### src/rtl/sm83_bus_seq.sv
// rtl/sm83_bus_seq.sv - M-cycle bus sequencer: priority arbitration, wait states, timeout
// A free-running T-cycle counter frames M-cycles; memory stalls stretch the last T-cycle.
module sm83_bus_seq #(
  parameter int ADDR_W   = 16,
  parameter int DATA_W   = 8,
  parameter int T_PER_M  = 4,
  parameter int WAIT_MAX = 15,
  parameter int N_REQ    = 2
) (
  input  logic                     clk,
  input  logic                     rst_n,
  input  logic [N_REQ-1:0]         req_valid,
  input  logic [N_REQ-1:0]         req_we,
  input  logic [N_REQ*ADDR_W-1:0]  req_addr,
  input  logic [N_REQ*DATA_W-1:0]  req_wdata,
  output logic [N_REQ-1:0]         req_ready,
  output logic [N_REQ-1:0]         rsp_valid,
  output logic [DATA_W-1:0]        rsp_rdata,
  output logic                     rsp_err,
  output logic [ADDR_W-1:0]        mem_addr,
  output logic [DATA_W-1:0]        mem_wdata,
  output logic                     mem_ren,
  output logic                     mem_wen,
  input  logic [DATA_W-1:0]        mem_rdata,
  input  logic                     mem_ready,
  output logic                     m_tick
);

  localparam int T_CNT_W = $clog2(T_PER_M);
  localparam int WC_W    = $clog2(WAIT_MAX + 1);
  localparam int GNT_W   = (N_REQ > 1) ? $clog2(N_REQ) : 1;
  localparam logic [T_CNT_W-1:0] T_LAST = T_CNT_W'(T_PER_M - 1);
  localparam logic [WC_W-1:0]    WC_MAX = WC_W'(WAIT_MAX);

  typedef enum logic [1:0] {ST_IDLE, ST_ACCESS, ST_WAIT} state_e;

  state_e              state_q, state_d;
  logic [T_CNT_W-1:0]  t_cnt_q, t_cnt_d;
  logic [WC_W-1:0]     wait_cnt_q, wait_cnt_d;
  logic [ADDR_W-1:0]   addr_q, addr_d;
  logic [DATA_W-1:0]   wdata_q, wdata_d;
  logic                we_q, we_d;
  logic [GNT_W-1:0]    gnt_q, gnt_d;
  logic [N_REQ-1:0]    rsp_valid_q, rsp_valid_d;
  logic [DATA_W-1:0]   rsp_rdata_q, rsp_rdata_d;
  logic                rsp_err_q, rsp_err_d;

  logic [GNT_W-1:0]    win;
  logic [ADDR_W-1:0]   sel_addr;
  logic [DATA_W-1:0]   sel_wdata;
  logic                sel_we;
  logic                busy, last_t, stall, sample, grant_en;

  always_comb begin
    win       = '0;
    sel_addr  = '0;
    sel_wdata = '0;
    sel_we    = 1'b0;
    // Later (higher) indices overwrite earlier ones, giving fixed priority to the top index.
    for (int i = 0; i < N_REQ; i++) begin
      if (req_valid[i]) begin
        win       = GNT_W'(i);
        sel_addr  = req_addr[i*ADDR_W +: ADDR_W];
        sel_wdata = req_wdata[i*DATA_W +: DATA_W];
        sel_we    = req_we[i];
      end
    end
  end

  always_comb begin
    state_d     = state_q;
    wait_cnt_d  = wait_cnt_q;
    addr_d      = addr_q;
    wdata_d     = wdata_q;
    we_d        = we_q;
    gnt_d       = gnt_q;
    rsp_valid_d = '0;
    rsp_rdata_d = rsp_rdata_q;
    rsp_err_d   = rsp_err_q;
    req_ready   = '0;

    busy     = (state_q != ST_IDLE);
    last_t   = (t_cnt_q == T_LAST);
    stall    = busy && !mem_ready && (wait_cnt_q < WC_MAX);
    sample   = (state_q == ST_WAIT) || ((state_q == ST_ACCESS) && last_t);
    grant_en = rst_n && !busy && (t_cnt_q == '0) && (|req_valid);

    t_cnt_d = last_t ? (stall ? t_cnt_q : '0) : t_cnt_q + T_CNT_W'(1);
    m_tick  = last_t && !stall;

    if (grant_en) begin
      req_ready[win] = 1'b1;
      addr_d         = sel_addr;
      wdata_d        = sel_wdata;
      we_d           = sel_we;
      gnt_d          = win;
      wait_cnt_d     = '0;
      state_d        = ST_ACCESS;
    end

    if (sample) begin
      if (mem_ready || (wait_cnt_q == WC_MAX)) begin
        state_d            = ST_IDLE;
        rsp_valid_d[gnt_q] = 1'b1;
        rsp_err_d          = !mem_ready;
        rsp_rdata_d        = !mem_ready ? '1 : (we_q ? '0 : mem_rdata);
      end else begin
        state_d    = ST_WAIT;
        wait_cnt_d = wait_cnt_q + WC_W'(1);
      end
    end
  end

  always_ff @(posedge clk or negedge rst_n) begin
    if (!rst_n) begin
      state_q     <= ST_IDLE;
      t_cnt_q     <= '0;
      wait_cnt_q  <= '0;
      addr_q      <= '0;
      wdata_q     <= '0;
      we_q        <= 1'b0;
      gnt_q       <= '0;
      rsp_valid_q <= '0;
      rsp_rdata_q <= '0;
      rsp_err_q   <= 1'b0;
    end else begin
      state_q     <= state_d;
      t_cnt_q     <= t_cnt_d;
      wait_cnt_q  <= wait_cnt_d;
      addr_q      <= addr_d;
      wdata_q     <= wdata_d;
      we_q        <= we_d;
      gnt_q       <= gnt_d;
      rsp_valid_q <= rsp_valid_d;
      rsp_rdata_q <= rsp_rdata_d;
      rsp_err_q   <= rsp_err_d;
    end
  end

  assign mem_addr  = addr_q;
  assign mem_wdata = wdata_q;
  assign mem_ren   = busy && !we_q;
  assign mem_wen   = busy && we_q;
  assign rsp_valid = rsp_valid_q;
  assign rsp_rdata = rsp_rdata_q;
  assign rsp_err   = rsp_err_q;

endmodule

### config.mk
export PLATFORM = sky130hd
export DESIGN_NAME = sm83_bus_seq
export DESIGN_NICKNAME = d
export VERILOG_FILES = /design/src/rtl/sm83_bus_seq.sv
export SDC_FILE = /design/constraint.sdc
export NUM_CORES = 1
export LEC_CHECK = 0
export BUFFER_PORTS_ARGS = -buffer_cell sky130_fd_sc_hd__buf_2
export CORE_UTILIZATION = 33
export CTS_BUF_LIST = sky130_fd_sc_hd__clkbuf_16
export DETAILED_ROUTE_END_ITERATION = 6
export SYNTH_ARGS = -nofsm -noshare
export SYNTH_HDL_FRONTEND = slang
export SYNTH_SLANG_ARGS = --single-unit
### constraint.sdc
create_clock -name clk -period 3.5 [get_ports clk]
set_clock_uncertainty 0.2 [all_clocks]
set_input_delay 0.175 -clock clk [delete_from_list [all_inputs] [get_ports clk]]
set_output_delay 0.175 -clock clk [all_outputs]
set_load 0.02 [all_outputs]
==> results by group, run 1 <==
Yosys
  – Distinct cell type count of the synthesized netlist: 37
  – Mapped Cells: 174
  – Synth Flop Type: dfrtp_1
  – EDFF count, synth: 0
  – Number of synthesized register bits: 45
  – Synthesized cell area: 2250 µm²
  – Sequential area share after synthesis: 50.1%
  – Post-synthesis net count: 240
  – Async SR Flop Fraction: 100%
  – Mapped Avg Cell Area: 12.9 µm²
  – Yosys warning total: 0

Floorplan
  – Core area: 6460 µm²
  – DIE AREA: 7150 µm²
  – Die width: 84.5 µm
  – FP Rows: 29
  – Starting Density: 34.8%
  – Die Y: 84.5 µm
  – I/O pin cnt: 103

STA
  – Final setup viols: 0
  – Slew HR: 31.3%
  – Fmax achieved: 0.429 GHz
  – Final hold vios: 0
  – Crit path time final: 2.33 ns
  – Worst slew pin tran: 1.03 ns
  – RSZ-0062 raised after global routing: false
  – Final period utilization: 66.6%
  – Final Slew Violations: 0
  – Final TNS setup: 0 ns
  – Final worst slack: 1.17 ns

Routing
  – Via count: 1729
  – Routed WL per cell: 13.5 µm
  – Drt total wl: 4780 µm
  – Vias per cell: 4.90
  – Starting DRT DRC Count: 111
  – Remaining antenna violation count: 0
  – Drt first pass iters: 6
  – # DRC: 14

Layout
  – Commonest cells after routing, fill and taps aside: 102 x buf_2, 45 x dfrtp_1, 24 x a22o_1, 14 x mux2_2, 12 x mux2_4
  – Filler Cell Count: 625
  – Layout cells sized above 1: 51.4%
  – Nets: 341
  – Ant. Diodes: 0
  – Area delta synth->final: 30.8%
  – Most common cell after layout, fill and taps aside: buf_2

Status
  – Violated checks: design-rule violations
  – Status: finished, violations left

Setup path
  – Setup slack, reg-to-reg: 1.45 ns
  – Worst path top cell family by delay: simple AND/OR/NAND/NOR gates
  – Crit-path slowest cell: nor2_8
  – Worst-path fanout max: 27
  – CP Class: flip-flop to output pin
  – Crit path launch type: flip-flop
  – Buf/Inv on CP: 2
  – Crit path DAT: 1.96 ns
  – Worst setup EP type: output pin
  – CP required: 3.12 ns
  – CP max stage delay: 0.48 ns
  – Worst-path cell chain: inv_1, ha_1, nand4bb_4, nor2_8, and2_1, buf_2

Place
  – DP HPWL: 3380 µm
  – Port buffer count: 102
  – Place WS: 1.44 ns
  – Routability congestion estimate from global placement: 0.732

CTS
  – Maximum root-to-sink buffer count: 2
  – Htree depth: 2
  – Clk_lat worst skew: 0.28 ns
  – Setup Fix Bufs, Post-CTS: 0
  – CTS tree: yes
  – Hold buffers post-CTS: 1
  – Clk pin slew, worst setup/hold paths: 0.06 ns
  – Total CTS buffers: 5
  – Clock Sink Count: 45
  – Post_cts resized: 0
  – Clk Tree Root Cell: clkbuf_16

Global route
  – Initial antenna violation count: 0
  – Largest net degree at the start of global routing: 46
  – Total gr overflow: 0
  – Number of global-route vias before repair: 1772
  – First-pass GRT wire length: 8170 µm
  – Gr usage total: 14.4%

Power
  – VDD IR-drop max: 198 µV
  – Leakage: 1.59 nW
  – PD cells: 394 nW/µm²

Run
  – Total of max-cap violations: 0

Worst hold path
  – Min-Delay Path Class: input port to flip-flop
[state kept, by name, indices dropped and copies added, names as in the netlist]
signal      cells
gnt_q           1
mem_addr       16
mem_wdata       8
rsp_err         1
rsp_rdata       8
rsp_valid       2
state_q         2
t_cnt_q         2
wait_cnt_q      4
we_q            1
[metal layers]
| metal | part of all wire [%] | track usage, % |
|---|---|---|
| met1 | 48 | 19.5 |
| met2 | 45 | 23.3 |
| met3 | 5.6 | 3.05 |
| met4 | 0.63 | 4.62 |
| met5 | 0 | 0 |
[path summary, 6_finish.rpt]
kind,start,endpoint,cells after the start
worst max-delay path,t_cnt_q[0]$_DFFE_PN0P_,req_ready[1],6
worst min-delay path,mem_rdata[6],rsp_rdata[6]$_DFFE_PN0P_,3
worst max register to register,t_cnt_q[0]$_DFFE_PN0P_,mem_wdata[5]$_DFFE_PN0P_,5
worst min register to register,gnt_q$_DFFE_PN0P_,rsp_valid[0]$_DFF_PN0_,1
max in group asynchronous,rst_n,mem_addr[15]$_DFFE_PN0P_,3
min in group asynchronous,rst_n,mem_addr[12]$_DFFE_PN0P_,3
[worst register-to-register path, delay by kind of cell (launching register included)]
| kind | cells | cell delay [ns] |
|---|---|---|
| muxes | 1 | 0.41 |
| DFF | 1 | 0.41 |
| buffers and inverters | 1 | 0.07 |
| and+or+nand+nor | 2 | 0.65 |
| adders and majority gates | 1 | 0.18 |
[Yosys cell counts (all sizes together), types with 2 or more instances]
library cell,number,area share (%)
dfrtp,45,50
mux2,28,16
a22o,24,9.3
nor2b,12,3.3
o22a,8,3.1
buf,7,2.7
o21ai,7,1.7
nand2,6,1.0
inv,5,0.83
and2,3,0.83
clkbuf,3,0.50
ha,3,1.7
nor2,3,1.3
a21oi,2,0.45
mux2i,2,0.89
nor3b,2,0.67
or2,2,0.67
[logic make-up after synthesis]
| logic type | share of synthesized area [%] |
|---|---|
| buf+inv | 4.01 |
| flops | 50.1 |
| mux | 16.9 |
| compound gates | 16.5 |
| simple gates | 10.9 |
| fa+ha+maj | 1.67 |
[cell type report]
type | count | area [µm²] | area share [%]
clock buffers | 5 | 125 | 4.25
flip-flops and latches | 45 | 1130 | 38.3
repair buffers | 104 | 528 | 17.9
multi-input cells | 114 | 1030 | 35.2
well taps | 77 | 96.3 | 3.28
inverters | 5 | 18.8 | 0.638
clock inverters | 3 | 12.5 | 0.425
[report_power, final]
group	internal [W]	switching, W
logic	0.0000863	0.0000835
registers	0.000539	0.0000128
clock network	0.000258	0.000181
[metrics by stage]
step | util, % | hold WS (ns) | area [µm²] | std cells | total power [W]
6_report | 45.5 | 0.0321 | 2940 | 353 | 0.00116
2_1_floorplan | - | -0.321 | 2250 | 174 | 0.000659
5_1_grt | 45.5 | 0.0353 | 2940 | 353 | 0.00122
4_1_cts | 45.5 | 0.0264 | 2940 | 353 | 0.00118
3_3_place_gp | 43.3 | 0.171 | 2790 | 344 | 0.000726
3_5_place_dp | 43.3 | 0.171 | 2790 | 344 | 0.000735
No activity file was read; power rests on OpenSTA's default activity.
==> run 2, diff against run 1 <==
Clock period 3.5 ns to 2.25 ns, I/O delays scaled along.
==> run 2 against run 1 <==
Compared with the run above: the run ends with design-rule violations, negative hold slack left; clock power increased by 59%; combinational power increased by 100%; sequential power increased by 55%; critical endpoint unchanged.
==> results by group, run 2 (synthesis gave the netlist of run 1 again) <==
Setup path
  – Crit-path slowest cell: dfrtp_1
  – CP max stage delay: 0.39 ns
  – Worst setup EP type: output pin
  – Worst-path cell chain: inv_1, ha_1, nand4bb_4, nor2_8, buf_4, and2_1, buf_2
  – Worst path top cell family by delay: simple AND/OR/NAND/NOR gates
  – Crit path launch type: flip-flop
  – CP Class: flip-flop to output pin
  – Crit path DAT: 1.72 ns
  – Worst-path fanout max: 6
  – Buf/Inv on CP: 3
  – CP required: 1.94 ns

Global route
  – Largest net degree at the start of global routing: 46
  – First-pass GRT wire length: 9890 µm
  – Gr usage total: 17.6%
  – Total gr overflow: 0
  – Number of global-route vias before repair: 2145
  – Initial antenna violation count: 0

Worst hold path
  – Min-Delay Path Class: input port to flip-flop

CTS
  – Maximum root-to-sink buffer count: 2
  – Clk Tree Root Cell: clkbuf_16
  – CTS tree: yes
  – Clk_lat worst skew: 0.28 ns
  – Total CTS buffers: 5
  – Clk pin slew, worst setup/hold paths: 0.06 ns
  – Clock Sink Count: 45
  – Htree depth: 2

Power
  – Clock Power Share: 36.7%
  – PD cells: 539 nW/µm²
  – Leakage: 1.87 nW
  – Net switching power: 0.000455 W
  – Sw Ratio: 24.0%
  – Cell-internal power: 0.00144 W
  – Combinational power share: 18.2%
  – VDD IR-drop max: 276 µV
  – Sequential group share of total power: 45.1%
  – Overall power: 0.00190 W

STA
  – Final setup viols: 0
  – Fmax achieved: 0.493 GHz
  – RSZ-0062 raised after global routing: false
  – Crit path time final: 2.03 ns
  – Final hold vios: 1
  – Slew HR: 43.1%
  – Hold slack: -0.000146 ns
  – Final TNS setup: 0 ns
  – Final Slew Violations: 0
  – Worst slew pin tran: 0.853 ns
  – Final period utilization: 90.2%

Layout
  – Commonest cells after routing, fill and taps aside: 102 x buf_2, 51 x dlygate4sd3_1, 45 x dfrtp_1, 24 x a22o_1, 14 x mux2_2
  – Non-Filler Instances: 411
  – Register area: 1130 µm²
  – Most common cell after layout, fill and taps aside: buf_2
  – Nets: 399
  – Final core occ: 54.5%
  – Ant. Diodes: 0
  – Area delta synth->final: 56.7%
  – Layout cells sized above 1: 44.9%
  – Max FFs per register: 16
  – Filler Cell Count: 572
  – Multi-input logic area: 1040 µm²

Floorplan
  – Die Y: 84.5 µm
  – FP Rows: 29
  – Core area: 6460 µm²
  – Die width: 84.5 µm
  – Starting Density: 34.8%
  – DIE AREA: 7150 µm²
  – I/O pin cnt: 103

Place
  – Placed cell count: 347
  – Port buffer count: 102
  – Routability congestion estimate from global placement: 0.729
  – DP HPWL: 3530 µm

Status
  – Violated checks: design-rule violations, negative hold slack
  – Status: finished, violations left

Routing
  – Vias per cell: 4.88
  – # DRC: 7
  – Drt first pass iters: 6
  – Drt total wl: 5800 µm
  – Routed WL per cell: 14.1 µm
  – Starting DRT DRC Count: 82
  – Via count: 2006
  – Remaining antenna violation count: 0

Run
  – Total of max-cap violations: 0
run 2: cell count changes in the layout (fill, tap and decap cells not counted):
cell           before  now
buf_12              0    1
buf_4               1    8
inv_1               5    7
nor2b_4             0    1
nor2b_2             1    0
clkinv_2            1    0
dlygate4sd3_1       1   51
clkinvlp_4          0    1
clkinv_1            2    0
run 2: power by group through the flow:
stage / clock network, W / registers (W) / logic (W)
floorplan: 0 / 0.000879 / 0.000146
global placement: 0 / 0.000869 / 0.000263
detailed placement: 0 / 0.000871 / 0.000268
CTS: 0.000714 / 0.000855 / 0.000344
global route: 0.000751 / 0.000861 / 0.000386
finish: 0.000696 / 0.000855 / 0.000346
run 2: worst paths after layout:
path / end / start / slack (ns) / depth (start not counted)
max in group asynchronous: rsp_rdata[0]$_DFFE_PN0P_ / rst_n / 1.13 / 3
worst max register to register: rsp_rdata[0]$_DFFE_PN0P_ / wait_cnt_q[0]$_DFF_PN0_ / 0.30 / 4
min in group asynchronous: mem_wdata[0]$_DFFE_PN0P_ / rst_n / 0.34 / 3
worst max-delay path: req_ready[1] / t_cnt_q[0]$_DFFE_PN0P_ / 0.22 / 7
worst min-delay path: mem_wdata[7]$_DFFE_PN0P_ / req_wdata[15] / -0.0001 / 3
worst min register to register: rsp_valid[0]$_DFF_PN0_ / gnt_q$_DFFE_PN0P_ / 0.25 / 1
run 2: timing repair:
| item | CTS | global route |
|---|---|---|
| resized for setup | 0 | 1 |
| setup buffers | 0 | 5 |
| hold endpoints to repair | 77 | 0 |
| setup endpoints to repair | 0 | 2 |
| hold buffers | 51 | 0 |
run 2: tightest hold or removal path, cell delays in order:
cell	delay, ns
buf_2	0.08
a22o_1	0.13
mux2_4	0.13
run 2: routing by layer:
layer | vias up | wire length, µm | track usage [%] | part of all wire [%]
met2 | 74 | 2900 | 31.4 | 50
met4 | 0 | 87 | 5.39 | 1.5
met5 | - | 0 | 0 | 0
met3 | 9 | 289 | 3.44 | 5.0
li1 | 960 | - | - | -
met1 | 963 | 2520 | 21.3 | 44
run 2: per-stage QoR:
stage	setup WS, ns	cell area, µm²
after floorplan	0.464	2250
after detailed placement	0.291	2830
after global routing	0.0652	3520
final	0.220	3520
after CTS	0.0230	3480
after global placement	0.324	2830
run 2: final cells by class:
type / instances / area share (%)
Sequential cell: 45 / 32.0
Timing Repair Buffer: 162 / 31.3
Multi-Input combinational cell: 114 / 29.5
Clock buffer: 5 / 3.55
Tap cell: 77 / 2.74
Inverter: 5 / 0.533
Clock inverter: 3 / 0.426
==> run 3, diff against run 2 <==
--- a/constraint.sdc
+++ b/constraint.sdc
@@ -4,2 +4,2 @@
 set_output_delay 0.1125 -clock clk [all_outputs]
-set_load 0.02 [all_outputs]
+set_load 0.01 [all_outputs]
==> run 3 against run 2 <==
Compared with the run above: the run ends with design-rule violations left; clock power fell by 2%; non-clock buffer count down 6; worst setup slack better by 0.010 ns; wire length shrank 4.9%; via count shrank 3.7%; flip-flop and latch count is the same; sequential power barely moved; first-iteration DRC count rose by 27%; final cell count fell by 1.5%; global-route usage down 1.2 points; cell area down 1.6%; largest cell class unchanged.
==> results by group, run 3 (synthesis gave the netlist of run 1 again) <==
Place
  – DP HPWL: 3550 µm
  – Port buffer count: 102
  – Placed cell count: 347
  – Post-DP Area: 2830 µm²
  – Routability congestion estimate from global placement: 0.718

CTS
  – Clk pin slew, worst setup/hold paths: 0.06 ns
  – Htree depth: 2
  – Clk_lat worst skew: 0.27 ns
  – Total CTS buffers: 5
  – Clock Sink Count: 45
  – Clk Tree Root Cell: clkbuf_16
  – CTS tree: yes
  – Maximum root-to-sink buffer count: 2

STA
  – Crit path time final: 2.02 ns
  – Slew HR: 35.8%
  – Final Slew Violations: 0
  – Final hold vios: 0
  – RSZ-0062 raised after global routing: false
  – Final setup viols: 0
  – Final TNS setup: 0 ns
  – Fmax achieved: 0.495 GHz
  – Final period utilization: 89.8%
  – Worst slew pin tran: 0.959 ns

Floorplan
  – Die width: 84.5 µm
  – Core area: 6460 µm²
  – I/O pin cnt: 103
  – FP Rows: 29
  – Starting Density: 34.8%
  – DIE AREA: 7150 µm²
  – Die Y: 84.5 µm

Routing
  – Drt total wl: 5520 µm
  – Starting DRT DRC Count: 104
  – Vias per cell: 4.77
  – # DRC: 14
  – Remaining antenna violation count: 0
  – Via count: 1932
  – Drt first pass iters: 6
  – Routed WL per cell: 13.6 µm

Power
  – VDD IR-drop max: 362 µV
  – Overall power: 0.00187 W
  – Leakage: 1.83 nW
  – PD cells: 540 nW/µm²

Layout
  – Area delta synth->final: 54.2%
  – Non-Filler Cell Area, Final: 3470 µm²
  – Nets: 393
  – Ant. Diodes: 0
  – Layout cells sized above 1: 44.5%
  – Commonest cells after routing, fill and taps aside: 102 x buf_2, 49 x dlygate4sd3_1, 45 x dfrtp_1, 24 x a22o_1, 14 x mux2_2
  – Most common cell after layout, fill and taps aside: buf_2
  – Filler Cell Count: 579
  – Non-Filler Instances: 405
  – Max FFs per register: 16

Setup path
  – Crit path launch type: input port
  – Worst-path fanout max: 24
  – Crit path DAT: 2.04 ns
  – CP required: 2.27 ns
  – Worst setup EP type: flip-flop
  – CP Class: input port to flip-flop

Global route
  – First-pass GRT wire length: 9330 µm
  – Total gr overflow: 0
  – Gr usage total: 16.4%
  – Initial antenna violation count: 0
  – Number of global-route vias before repair: 1998
  – Largest net degree at the start of global routing: 46

Status
  – Violated checks: design-rule violations
  – Status: finished, violations left

Run
  – Total of max-cap violations: 0

Worst hold path
  – Min-Delay Path Class: input port to flip-flop
run 3: cell count changes in the layout (fill, tap and decap cells not counted), sizes merged:
| cell | delta |
|---|---|
| dlygate4sd3 | -2 |
| buf | -4 |
run 3: area by class of cell:
class                      instances  area (µm²)  area share [%]
clock inverter                     3        15.0           0.433
tap                               77        96.3            2.78
clock buffer                       5         125            3.61
multi-input combinational        114        1030            29.8
sequential                        45        1130            32.5
timing repair buffer             156        1050            30.3
inverter                           5        18.8           0.541
run 3: what timing repair did:
item,4_1_cts,5_1_grt
resized for setup,0,0
setup buffers,0,1
hold buffers,49,0
endpoints found under the setup margin,0,1
hold endpoints to repair,77,0
run 3: per-stage QoR:
step | worst slack, ns | hold WS (ns) | utilization, %
finish | 0.230 | 0.00546 | 53.7
CTS | 0.0428 | 0.000763 | 53.6
global placement | 0.327 | 0.113 | 43.8
global route | 0.0391 | 0.00629 | 53.7
floorplan | 0.464 | -0.383 | -
detailed placement | 0.281 | 0.110 | 43.8
run 3: per-layer routing:
metal  vias to the layer above  wire (µm)  global-route usage [%]
met5                         -          0                       0
met4                         0          0                    1.85
met3                         0        298                    4.52
met2                        65       2690                    27.9
met1                       919       2530                    21.5
li1                        948          -                       -
run 3: critical path: stages:
cell,delay [ns]
buf_2,0.19
nor2b_2,0.78
a22o_1,0.25
dlygate4sd3_1,0.56
mux2_4,0.14
run 3: worst paths after layout:
kind                                        start                  endpoint  slack [ns]  depth (start not counted)
max in group asynchronous                   rst_n  rsp_rdata[2]$_DFFE_PN0P_        1.13                          3
setup reg to reg           t_cnt_q[0]$_DFFE_PN0P_   mem_addr[1]$_DFFE_PN0P_        0.29                          7
setup / recovery                     req_valid[1]   mem_addr[4]$_DFFE_PN0P_        0.23                          5
min in group asynchronous                   rst_n  mem_addr[11]$_DFFE_PN0P_        0.33                          3
hold / removal                       req_addr[27]  mem_addr[11]$_DFFE_PN0P_       0.005                          3
hold reg to reg                 gnt_q$_DFFE_PN0P_    rsp_valid[0]$_DFF_PN0_        0.25                          1
run 3: where the power goes:
part           internal (W)  switching (W)
Clock              0.000403       0.000281
Sequential         0.000838      0.0000173
Combinational      0.000199       0.000134
